**config.mk**
```make
export PLATFORM = sky130hd
export DESIGN_NAME = serial_addsub
export DESIGN_NICKNAME = d
export VERILOG_FILES = /design/src/rtl/serial_addsub.sv
export SDC_FILE = /design/constraint.sdc
export NUM_CORES = 1
export LEC_CHECK = 0
export BUFFER_PORTS_ARGS = -buffer_cell sky130_fd_sc_hd__buf_2
export CAP_MARGIN = 5
export CORE_MARGIN = 1
export CORE_UTILIZATION = 35
export DETAILED_ROUTE_END_ITERATION = 7
export HOLD_SLACK_MARGIN = 0.15
export PLACE_DENSITY = 0.58
export SLEW_MARGIN = 20
export SYNTH_ARGS = -nofsm -noshare
export SYNTH_HDL_FRONTEND = slang
export SYNTH_SLANG_ARGS = --single-unit
```
**constraint.sdc**
```tcl
create_clock -name clk -period 3.3 [get_ports clk]
set_clock_uncertainty 0.05 [all_clocks]
set_input_delay 0.66 -clock clk [delete_from_list [all_inputs] [get_ports clk]]
set_output_delay 0.66 -clock clk [all_outputs]
set_load 0.02 [all_outputs]
```
**src/rtl/serial_addsub.sv**
```systemverilog
// Bit-serial adder/subtractor: one registered full-adder cell processes one
// operand bit per clock, LSB first, and reports sum, carry-out and overflow.
module serial_addsub #(
   parameter int WIDTH = 8
) (
   input  logic             clk,
   input  logic             rst,
   input  logic             start,
   input  logic             sub,
   input  logic [WIDTH-1:0] a,
   input  logic [WIDTH-1:0] b,
   input  logic             cin,
   output logic             busy,
   output logic             done,
   output logic [WIDTH-1:0] sum,
   output logic             cout,
   output logic             ovf
);

   localparam int CW = (WIDTH > 1) ? $clog2(WIDTH) : 1;

   typedef enum logic [1:0] {
      IDLE = 2'd0,
      RUN  = 2'd1,
      DONE = 2'd2
   } state_t;

   state_t           state;
   state_t           state_next;
   logic [WIDTH-1:0] shift_a;
   logic [WIDTH-1:0] shift_b;
   logic [WIDTH-1:0] acc;
   logic             carry;
   logic [CW-1:0]    count;
   logic             bit_sum;
   logic             bit_carry;
   logic             last_bit;

   function automatic logic fa_sum(input logic x, input logic y, input logic c);
      return x ^ y ^ c;
   endfunction

   function automatic logic fa_carry(input logic x, input logic y, input logic c);
      return (x & y) | (x & c) | (y & c);
   endfunction

   // Full-adder cell on the current LSBs and last-bit detection
   always_comb begin
      bit_sum   = fa_sum(shift_a[0], shift_b[0], carry);
      bit_carry = fa_carry(shift_a[0], shift_b[0], carry);
      last_bit  = (count == CW'(WIDTH - 1));
   end

   // Next-state logic
   always_comb begin
      state_next = state;
      case (state)
         IDLE: begin
            if (start) begin
               state_next = RUN;
            end else begin
               state_next = IDLE;
            end
         end
         RUN: begin
            if (last_bit) begin
               state_next = DONE;
            end else begin
               state_next = RUN;
            end
         end
         DONE:    state_next = IDLE;
         default: state_next = IDLE;
      endcase
   end

   // State register with busy/done registered from the next state
   always_ff @(posedge clk) begin
      if (rst) begin
         state <= IDLE;
         busy  <= 1'b0;
         done  <= 1'b0;
      end else begin
         state <= state_next;
         busy  <= (state_next == RUN);
         done  <= (state_next == DONE);
      end
   end

   // Operand capture, serial shifting and result registration
   always_ff @(posedge clk) begin
      if (rst) begin
         shift_a <= {WIDTH{1'b0}};
         shift_b <= {WIDTH{1'b0}};
         acc     <= {WIDTH{1'b0}};
         carry   <= 1'b0;
         count   <= {CW{1'b0}};
         sum     <= {WIDTH{1'b0}};
         cout    <= 1'b0;
         ovf     <= 1'b0;
      end else begin
         case (state)
            IDLE: begin
               if (start) begin
                  // Subtraction runs as a + ~b + !cin
                  shift_a <= a;
                  shift_b <= sub ? ~b : b;
                  carry   <= sub ? ~cin : cin;
                  count   <= {CW{1'b0}};
               end
            end
            RUN: begin
               shift_a <= {1'b0, shift_a[WIDTH-1:1]};
               shift_b <= {1'b0, shift_b[WIDTH-1:1]};
               acc     <= {bit_sum, acc[WIDTH-1:1]};
               carry   <= bit_carry;
               count   <= count + CW'(1);
               if (last_bit) begin
                  sum  <= {bit_sum, acc[WIDTH-1:1]};
                  cout <= bit_carry;
                  ovf  <= carry ^ bit_carry;
               end
            end
            DONE: begin
               count <= {CW{1'b0}};
            end
            default: begin
               count <= {CW{1'b0}};
            end
         endcase
      end
   end

endmodule
```
# Word-level counts from Yosys, hierarchy flattened
# Cells that the tools add are included.
[totals]
wordCells = 44
reg_bits = 42
out_inout_bits = 12
in_bits = 21
[classes]
n_eq_ne = 5
n_bitwise = 10
muxes = 13
addsub = 1
n_reduce_logical = 4
[op_table]
columns = ["op", "count"]
rows = [
  ["8-bit case mux with 2 select lines", 2],
  ["8-bit 2-to-1 mux", 3],
  ["8-bit inverter", 1],
  ["3-bit case mux with 2 select lines", 1],
  ["2-bit by 1-bit equality test with 1-bit output (second input constant)", 2],
  ["2-bit case mux with 2 select lines", 1],
  ["2-bit AND reduction", 2],
  ["3-bit by 1-bit adder with 3-bit output (second input constant)", 1],
  ["1-bit bitwise AND", 3],
  ["3-bit equality test (second input constant)", 1],
  ["1-bit 2-to-1 mux", 3],
  ["3-bit 2-to-1 mux", 1],
  ["1-bit bitwise XOR", 3],
  ["2-bit equality test (second input constant)", 1],
  ["2-bit zero test", 1],
  ["2-bit 2-to-1 mux", 1],
  ["2-bit != test (second input constant)", 1],
  ["1-bit bitwise OR", 2],
  ["1-bit case mux with 2 select lines", 1],
  ["2-bit nonzero test", 1],
  ["1-bit inverter", 1],
]

# Logic depth before layout (Yosys ltp)
# Gate-level depths: netlist of the first run.
[depth]
ltp_word = 4
ltp_mapped = 6
depth_no_buf = 5

# Worst setup path after synthesis of the first run
# OpenSTA, ideal clock, no wires.
[synth_path]
path_type = "input -> register"
start = "in rst"
end = "reg carry"
setup_time_ps = 58
path_buffers = 2
stages = 5
required_time_ps = 3192
setup_slack_ps = 1626
t_arrival_ps = 1566
cell_sequence = "buf_6 -> or4b_1 -> buf_2 -> nor2_1 -> a221o_2"
[synth_rtl]
columns = ["element", "line_no", "text"]
rows = [
  ["start, declared", "7", "input logic rst,"],
  ["end signal, assigned", "108", "carry <= sub ? ~cin : cin;"],
  ["end signal, assigned", "116", "carry <= bit_carry;"],
  ["end, declared", "33", "logic carry;"],
]

==> results of run 1 <==
[critical path, delay by kind of cell]
family / cells / cell delay, ps
AOI/OAI and AO/OA: 1 / 310
and+or+nand+nor: 2 / 450
buffers and inverters: 1 / 500
[layer usage]
layer / vias to the layer above / part of all wire / GRT usage
li1: 681 / - / -
met1: 578 / 0.48 / 0.165
met2: 27 / 0.46 / 0.215
met3: 9 / 0.042 / 0.0380
met4: 0 / 0.021 / 0.0844
met5: - / 0 / 0
[synth_stat cells (2+ instances only)]
master / n
a221o_2: 8
nor2_1: 23
ha_1: 2
nor3b_1: 3
a211oi_1: 8
buf_2: 6
nor3_1: 5
clkbuf_1: 4
xnor2_1: 9
a22oi_1: 2
mux2i_1: 9
dfxtp_1: 41
nand2_1: 32
a21oi_1: 18
[layout make-up]
type / instances / area, um^2
inverters: 1 / 3.75
fillers: 458 / 2510
flip-flops and latches: 41 / 821
repair buffers: 33 / 168
multi-input cells: 128 / 790
clock buffers: 6 / 82.6
well taps: 52 / 65.1
clock inverters: 2 / 37.5
[metrics by stage]
stage / area (um^2) / util
after floorplan: 1680 / -
after global placement: 1850 / 0.413
after detailed placement: 1850 / 0.413
after CTS: 1970 / 0.440
after global routing: 1970 / 0.440
final: 1970 / 0.440
[sequential cells by signal, indices dropped and copies added (netlist names)]
name	count
acc	7
busy	1
carry	1
count	3
cout	1
done	1
ovf	1
shift_a	8
shift_b	8
state	2
sum	8
[kinds of logic after synthesis]
logic type | Yosys count | share of synthesized area
muxes | 9 | 0.0535
and+or+nand+nor | 68 | 0.175
adders and majority gates | 3 | 0.0268
xor gates and xnor gates | 10 | 0.0520
AOI/OAI and AO/OA | 38 | 0.162
DFF | 41 | 0.488
buffers and inverters | 14 | 0.0431
[report_power, final]
part | internal, mW | leakage [nW] | switching, mW
Sequential | 0.515 | 0.335 | 0.0122
Combinational | 0.0443 | 0.396 | 0.0504
Clock | 0.246 | 0.0574 | 0.173
Total | 0.806 | 0.788 | 0.235
[how the worst max path moves through the flow]
stage / cells past startpoint / end / startpoint / slack (ps)
finish: 4 / shift_b[6]$_SDFFE_PP0P_ / rst / 1490
global route: 4 / shift_b[5]$_SDFFE_PP0P_ / rst / 1410
CTS: 4 / shift_b[6]$_SDFFE_PP0P_ / rst / 1490
detailed placement: 4 / shift_b[5]$_SDFFE_PP0P_ / rst / 1190
global placement: 4 / shift_b[2]$_SDFFE_PP0P_ / rst / 1230
floorplan: 5 / carry$_SDFFE_PP0P_ / rst / 1630
==> flow_summary.rst, run 1 <==
.. list-table::
   :header-rows: 1

   * - Metric
     - Value
   * - Layout overhead on the synthesized area
     - 16.9%
   * - Number of clock buffers inserted by TritonCTS
     - 5
   * - Power per Cell Area
     - approximately 530 mW/mm^2
   * - Final Hold Viols
     - 0
   * - Number of port buffers
     - 32
   * - Number of flip-flops and latches in the synthesized netlist
     - about 40
   * - Kind of path behind the tightest hold check
     - reg -> reg
   * - Overall overflow remaining after global route
     - 0
   * - Cell type contributing the most total cell area after synthesis
     - dfxtp_1
   * - Final count of pins violating max slew
     - 0
   * - Cell Chain, Critical Path
     - buf_2 > or4b_1 > nor2_1 > a221o_2
   * - Number of instances in the synthesized netlist
     - about 180
   * - Fraction of the yosys area taken by sequential cells
     - 0.488
   * - Net Count, Synth
     - between 200 and 250
   * - Remaining routing DRC violations
     - 4
   * - Number of global-route vias before repair
     - approximately 1200
   * - Longest Clk Path Bufs
     - 2
   * - Die footprint
     - 0.00509 mm^2
   * - Worst R2R End
     - shift_b[6]$_SDFFE_PP0P_
   * - R2R cell count
     - 3
   * - Dpl hpwl
     - 2.01 mm
   * - Initial cell density of the core
     - 0.376
   * - Startpoint kind of the worst setup timing path
     - input pin
   * - R2r startpoint
     - state[1]$_SDFF_PP0_
   * - Startpoint of the worst hold path
     - sum[4]$_SDFFE_PP0P_
   * - Number of cells traversed by the worst hold path
     - 2
   * - Count of non-filler cells in the finished layout
     - 263
   * - Layout net count
     - 234
   * - Cells taking the most area after synthesis
     - dfxtp_1, nand2_1, a21oi_1, mux2i_1, a221o_2
   * - Period utilisation layout
     - 0.548
   * - Final-layout setup total negative slack
     - 0 ps
   * - Final period demand of the worst path
     - 1810 ps
   * - Number of distinct library cell variants in the gate-level netlist after synthesis
     - 27
   * - Maximum net fanout on the critical path
     - 36
   * - Count of standard-cell rows
     - 24
   * - CP arrival
     - between 1500 and 2000 ps
   * - Longest individual stage delay on the worst path
     - 500 ps
   * - Routed wire length per instance
     - 11.8 um
   * - Commonest cells after routing, fill and taps aside
     - dfxtp_1, nand2_1, buf_2
   * - Area share of the leading cell type in the synthesized netlist
     - 0.488
   * - Post-route setup slack
     - about 1500 ps
   * - Max-capacitance violation count
     - 0
   * - Max rail drop VDD
     - approximately 260 uV
   * - CTS clock-pin slew for the worst setup and hold paths
     - 80 ps
   * - Slew at the pin closest to its max-slew limit
     - about 640 ps
   * - Routed Wire Length
     - 3.10 mm
   * - Total leakage power
     - about 0.79 nW
   * - Summed instance area of the synthesized netlist
     - ~0.0017 mm^2
   * - Antenna viol nets, final
     - 0
   * - Count of hold buffers inserted by post-cts repair
     - 0
   * - Global-route total usage across every layer
     - 0.136
   * - Kind of end point of the critical path
     - register
   * - CP max stage cell
     - buf_2
   * - Synth Flop Type
     - dfxtp_1
   * - Number of warnings reported in the yosys synthesis log
     - 0
   * - Setup repair after global routing missed its margin
     - no
   * - Fraction of final layout cells with drive strength greater than 1
     - 0.237
   * - Initial antenna violation count
     - 0
   * - Violation count after the first detailed-route iteration
     - 63
   * - GPL Wtd Cong
     - 0.698
   * - Endpoint with the worst hold slack
     - sum[4]$_SDFFE_PP0P_
   * - Result of the run
     - finished with violations
   * - Diodes inserted
     - 0
   * - Final Total Pwr
     - about 1.0 mW
   * - Master cell of the clock root buffer
     - clkbuf_8
   * - Height of the chip
     - slightly above 70 um
   * - Final setup violation count
     - 0
   * - Via Count
     - around 1300
   * - Share of async-settable or async-resettable flops after synthesis
     - 0
   * - Violated checks
     - design-rule violations
   * - Number of synthesized flops with an enable pin
     - 0
   * - Final worst hold slack
     - ~400 ps
   * - Mean cell area of the mapped netlist
     - slightly above 9 um^2
   * - R2R setup slack
     - around 1600 ps
   * - Category of the critical setup timing path
     - in -> reg
   * - Core Box Area
     - around 0.0045 mm^2
   * - Number of setup buffers added after CTS
     - 0
   * - Clock tree from TritonCTS
     - built
   * - First-pass detailed-route iteration total
     - 5
   * - Post-place setup slack
     - approximately 1200 ps
   * - # clock sinks
     - ~40
   * - Maximum number of pins on one net before global-route repair
     - 37
   * - Count of H-tree levels built during CTS
     - 2
   * - Wire length of the first global-routing pass
     - between 5 and 6 mm
   * - Upper clock frequency limit
     - roughly 0.55 GHz
   * - Slew HR
     - 0.573
   * - Routed vias/inst
     - just under 5
   * - # IOs
     - 33
   * - Placed cells
     - 255
   * - Floorplan die width
     - between 70 and 80 um
   * - Number of instances resized during post-cts repair
     - 0
   * - Skew-Pair Late Insertion Delay
     - a little under 300 ps
   * - Most common cell after layout, fill and taps aside
     - dfxtp_1
   * - Required time of the worst setup path
     - 3430 ps
(Power assumes the default switching activity.)
==> run 2: changes to the inputs <==
- ABC_AREA: not set -> 1
- PLACE_DENSITY: 0.58 -> 0.57
- clock period: 3.3 -> 1.9 ns (I/O delays scaled with it)
==> run 2 against run 1 <==
- total power is 77% higher
- synthesized cell count is 44% higher
- non-clock buffer count is 2 higher
- die area is 10% higher
- setup slack worse by 1100 ps
- largest power group unchanged
- sequential power is 77% higher
- critical endpoint is now shift_a[6]$_SDFFE_PP0P_
- the run now ends clean
- global-route usage is 2.1 points higher
- clock-buffer cell count is 1 lower
- sequential cell count stayed put
- worst hold slack worse by 100 ps
==> flow_summary.rst, run 2 <==
.. list-table::
   :header-rows: 1

   * - Metric
     - Value
   * - Commonest cells after routing, fill and taps aside
     - nand2_1, dfxtp_1, nor2_1
   * - Layout net count
     - 317 (+35%)
   * - Floorplan die width
     - 74.9 um (+5.0%)
   * - Number of flip-flops and latches in the synthesized netlist
     - 41 (unchanged)
   * - Kind of path behind the tightest hold check
     - in -> reg
   * - Maximum net fanout on the critical path
     - 24 (-33%)
   * - Mean cell area of the mapped netlist
     - 7.04 um^2 (-23%)
   * - # clock sinks
     - 41 (unchanged)
   * - Master cell of the clock root buffer
     - clkbuf_8
   * - Upper clock frequency limit
     - 0.650 GHz
   * - Initial antenna violation count
     - 0 (unchanged)
   * - Via Count
     - 1627 (+26%)
   * - CP arrival
     - 1680 ps (-260 ps)
   * - Startpoint kind of the worst setup timing path
     - register
   * - Final Total Pwr
     - 1.85 mW (+77%)
   * - Kind of end point of the critical path
     - register
   * - Number of instances in the synthesized netlist
     - 264 (+44%)
   * - Final-layout setup total negative slack
     - 0 ps (unchanged)
   * - Setup repair after global routing missed its margin
     - no
   * - GPL Wtd Cong
     - 0.706 (+1.2%)
   * - CTS clock-pin slew for the worst setup and hold paths
     - 80 ps (about the same)
   * - Dpl hpwl
     - 2.56 mm (+27%)
   * - Power per Cell Area
     - 861 mW/mm^2 (+63%)
   * - Wire length of the first global-routing pass
     - 6.51 mm (+22%)
   * - Area share of the leading cell type in the synthesized netlist
     - 0.441 (-0.0463)
   * - Layout overhead on the synthesized area
     - 15.3%
   * - First-pass detailed-route iteration total
     - 6 (+1)
   * - Fraction of final layout cells with drive strength greater than 1
     - 0.174 (-0.0629)
   * - Result of the run
     - complete, no violations
   * - Period utilisation layout
     - 0.810
   * - Biggest regs
     - shift_a (8), shift_b (8), sum (8)
   * - Number of global-route vias before repair
     - 1483 (+25%)
   * - Die footprint
     - 0.00561 mm^2 (+10%)
   * - Violation count after the first detailed-route iteration
     - 94 (+49%)
   * - Cells taking the most area after synthesis
     - dfxtp_1, nand2_1, nor2_1, nand3_1, inv_1
   * - Routed wire length per instance
     - 10.3 um (-13%)
   * - Count of hold buffers inserted by post-cts repair
     - 0 (unchanged)
   * - Number of setup buffers added after CTS
     - 0 (unchanged)
   * - Placed cells
     - 356 (+40%)
   * - Category of the critical setup timing path
     - reg -> reg
   * - Overall overflow remaining after global route
     - 0 (unchanged)
   * - Height of the chip
     - 74.9 um (+5.0%)
   * - Most common cell after layout, fill and taps aside
     - nand2_1
   * - Skew-Pair Late Insertion Delay
     - 300 ps (about the same)
   * - Final period demand of the worst path
     - about 1500 ps
   * - Post-route setup slack
     - 361 ps (-1130 ps)
   * - Count of non-filler cells in the finished layout
     - 363 (+38%)
   * - Required time of the worst setup path
     - 2050 ps (-1380 ps)
   * - Routed vias/inst
     - 4.48 (-9.0%)
   * - Final Hold Viols
     - 0 (unchanged)
   * - Number of port buffers
     - 32 (unchanged)
   * - Placed inst area
     - 0.00204 mm^2 (+10%)
   * - Number of instances resized during post-cts repair
     - 0 (unchanged)
   * - Diodes inserted
     - 0 (unchanged)
   * - Antenna viol nets, final
     - 0 (unchanged)
   * - Count of H-tree levels built during CTS
     - 2 (unchanged)
   * - Initial cell density of the core
     - 0.364 (-0.0121)
   * - Slew HR
     - 0.394 (-0.179)
   * - Fraction of the yosys area taken by sequential cells
     - 0.441 (-0.0463)
   * - Share of async-settable or async-resettable flops after synthesis
     - 0 (unchanged)
   * - Maximum number of pins on one net before global-route repair
     - 29 (-22%)
   * - Number of warnings reported in the yosys synthesis log
     - 0 (unchanged)
   * - Summed instance area of the synthesized netlist
     - 0.00186 mm^2 (+10%)
   * - Max-capacitance violation count
     - 0 (unchanged)
   * - # IOs
     - 33 (unchanged)
   * - Core Box Area
     - 0.00511 mm^2 (+14%)
   * - Clock tree from TritonCTS
     - built
   * - Final std cell area, no fill
     - 0.00214 mm^2 (+9.0%)
   * - Final setup violation count
     - 0 (unchanged)
   * - Count of standard-cell rows
     - 26 (+8.3%)
   * - Global-route total usage across every layer
     - 0.157 (+0.0205)
   * - Post-place setup slack
     - 257 ps (-935 ps)
   * - Cell type contributing the most total cell area after synthesis
     - dfxtp_1
   * - Total leakage power
     - 1.08 nW (+37%)
   * - Most frequent cells after synthesis
     - nand2_1, dfxtp_1, nor2_1, inv_1, nand3_1
   * - Remaining routing DRC violations
     - 0 (-4)
   * - Number of clock buffers inserted by TritonCTS
     - 5 (unchanged)
   * - Number of synthesized flops with an enable pin
     - 0 (unchanged)
   * - Number of distinct library cell variants in the gate-level netlist after synthesis
     - 20 (-26%)
   * - Slew at the pin closest to its max-slew limit
     - 909 ps (+269 ps)
   * - Final count of pins violating max slew
     - 0 (unchanged)
   * - Max rail drop VDD
     - 307 uV (+17%)
   * - Longest Clk Path Bufs
     - 2 (unchanged)
   * - Dominant cell by count in the synthesized netlist
     - nand2_1
   * - Synth Flop Type
     - dfxtp_1
   * - Net Count, Synth
     - 288 (+39%)
   * - Routed Wire Length
     - 3.74 mm (+20%)
[run 2: cell count changes after synthesis, sizes merged, moves of 9 or more]
cell	before	now
o21ai	0	20
xnor2	9	0
inv	1	28
nand3	0	21
nor2	23	35
nand2	32	82
mux2i	9	0
[run 2: layout make-up]
type	instances	area [um^2]
clock buffer	5	68.8
clock inverter	2	35.0
fill	549	2960
inverter	28	105
multi-input combinational	182	843
sequential	41	821
tap	70	87.6
timing repair buffer	35	183
[run 2: worst paths after layout]
path	start	end	slack (ps)	cells past startpoint
min	a[7]	shift_a[7]$_SDFFE_PP0P_	300	3
min reg2reg	count[1]$_SDFFE_PP0P_	count[1]$_SDFFE_PP0P_	410	2
max reg2reg	state[0]$_SDFF_PP0_	shift_a[6]$_SDFFE_PP0P_	360	4
max	state[0]$_SDFF_PP0_	shift_a[6]$_SDFFE_PP0P_	360	4
[run 2: kinds of logic (layout without fill, tap and decap cells)]
| kind of cell | after synthesis | count (layout) | synth area share |
|---|---|---|---|
| AOI/OAI and AO/OA | 39 | 39 | 0.115 |
| xor gates and xnor gates | 2 | 2 | 0.00942 |
| adders and majority gates | 3 | 3 | 0.0242 |
| buffers and inverters | 41 | 70 | 0.105 |
| DFF | 41 | 41 | 0.441 |
| and+or+nand+nor | 138 | 138 | 0.305 |
[run 2: worst max-delay path, cell delays in order (launching register included)]
cell and delay [ps]:
dfxtp_1 370, o21ai_2 740, nand2_1 130, nand2_1 100
nor2_1 50
[run 2: report_power, final]
part | internal, mW | switching [mW]
clock | 0.382 | 0.295
sequential | 0.908 | 0.0261
combinational | 0.0890 | 0.147
[run 2: per-stage QoR]
step	hold slack [ps]	util
finish	301	0.420
global route	302	0.420
CTS	289	0.420
detailed placement	404	0.399
global placement	400	0.399
floorplan	378	-
[run 2: routing by layer]
layer / GRT usage / part of all wire / vias to the layer above
met2: 0.248 / 0.45 / 29
met3: 0.0402 / 0.040 / 2
met5: 0 / 0 / -
met1: 0.202 / 0.50 / 717
met4: 0.0692 / 0.0059 / 0
li1: - / - / 879
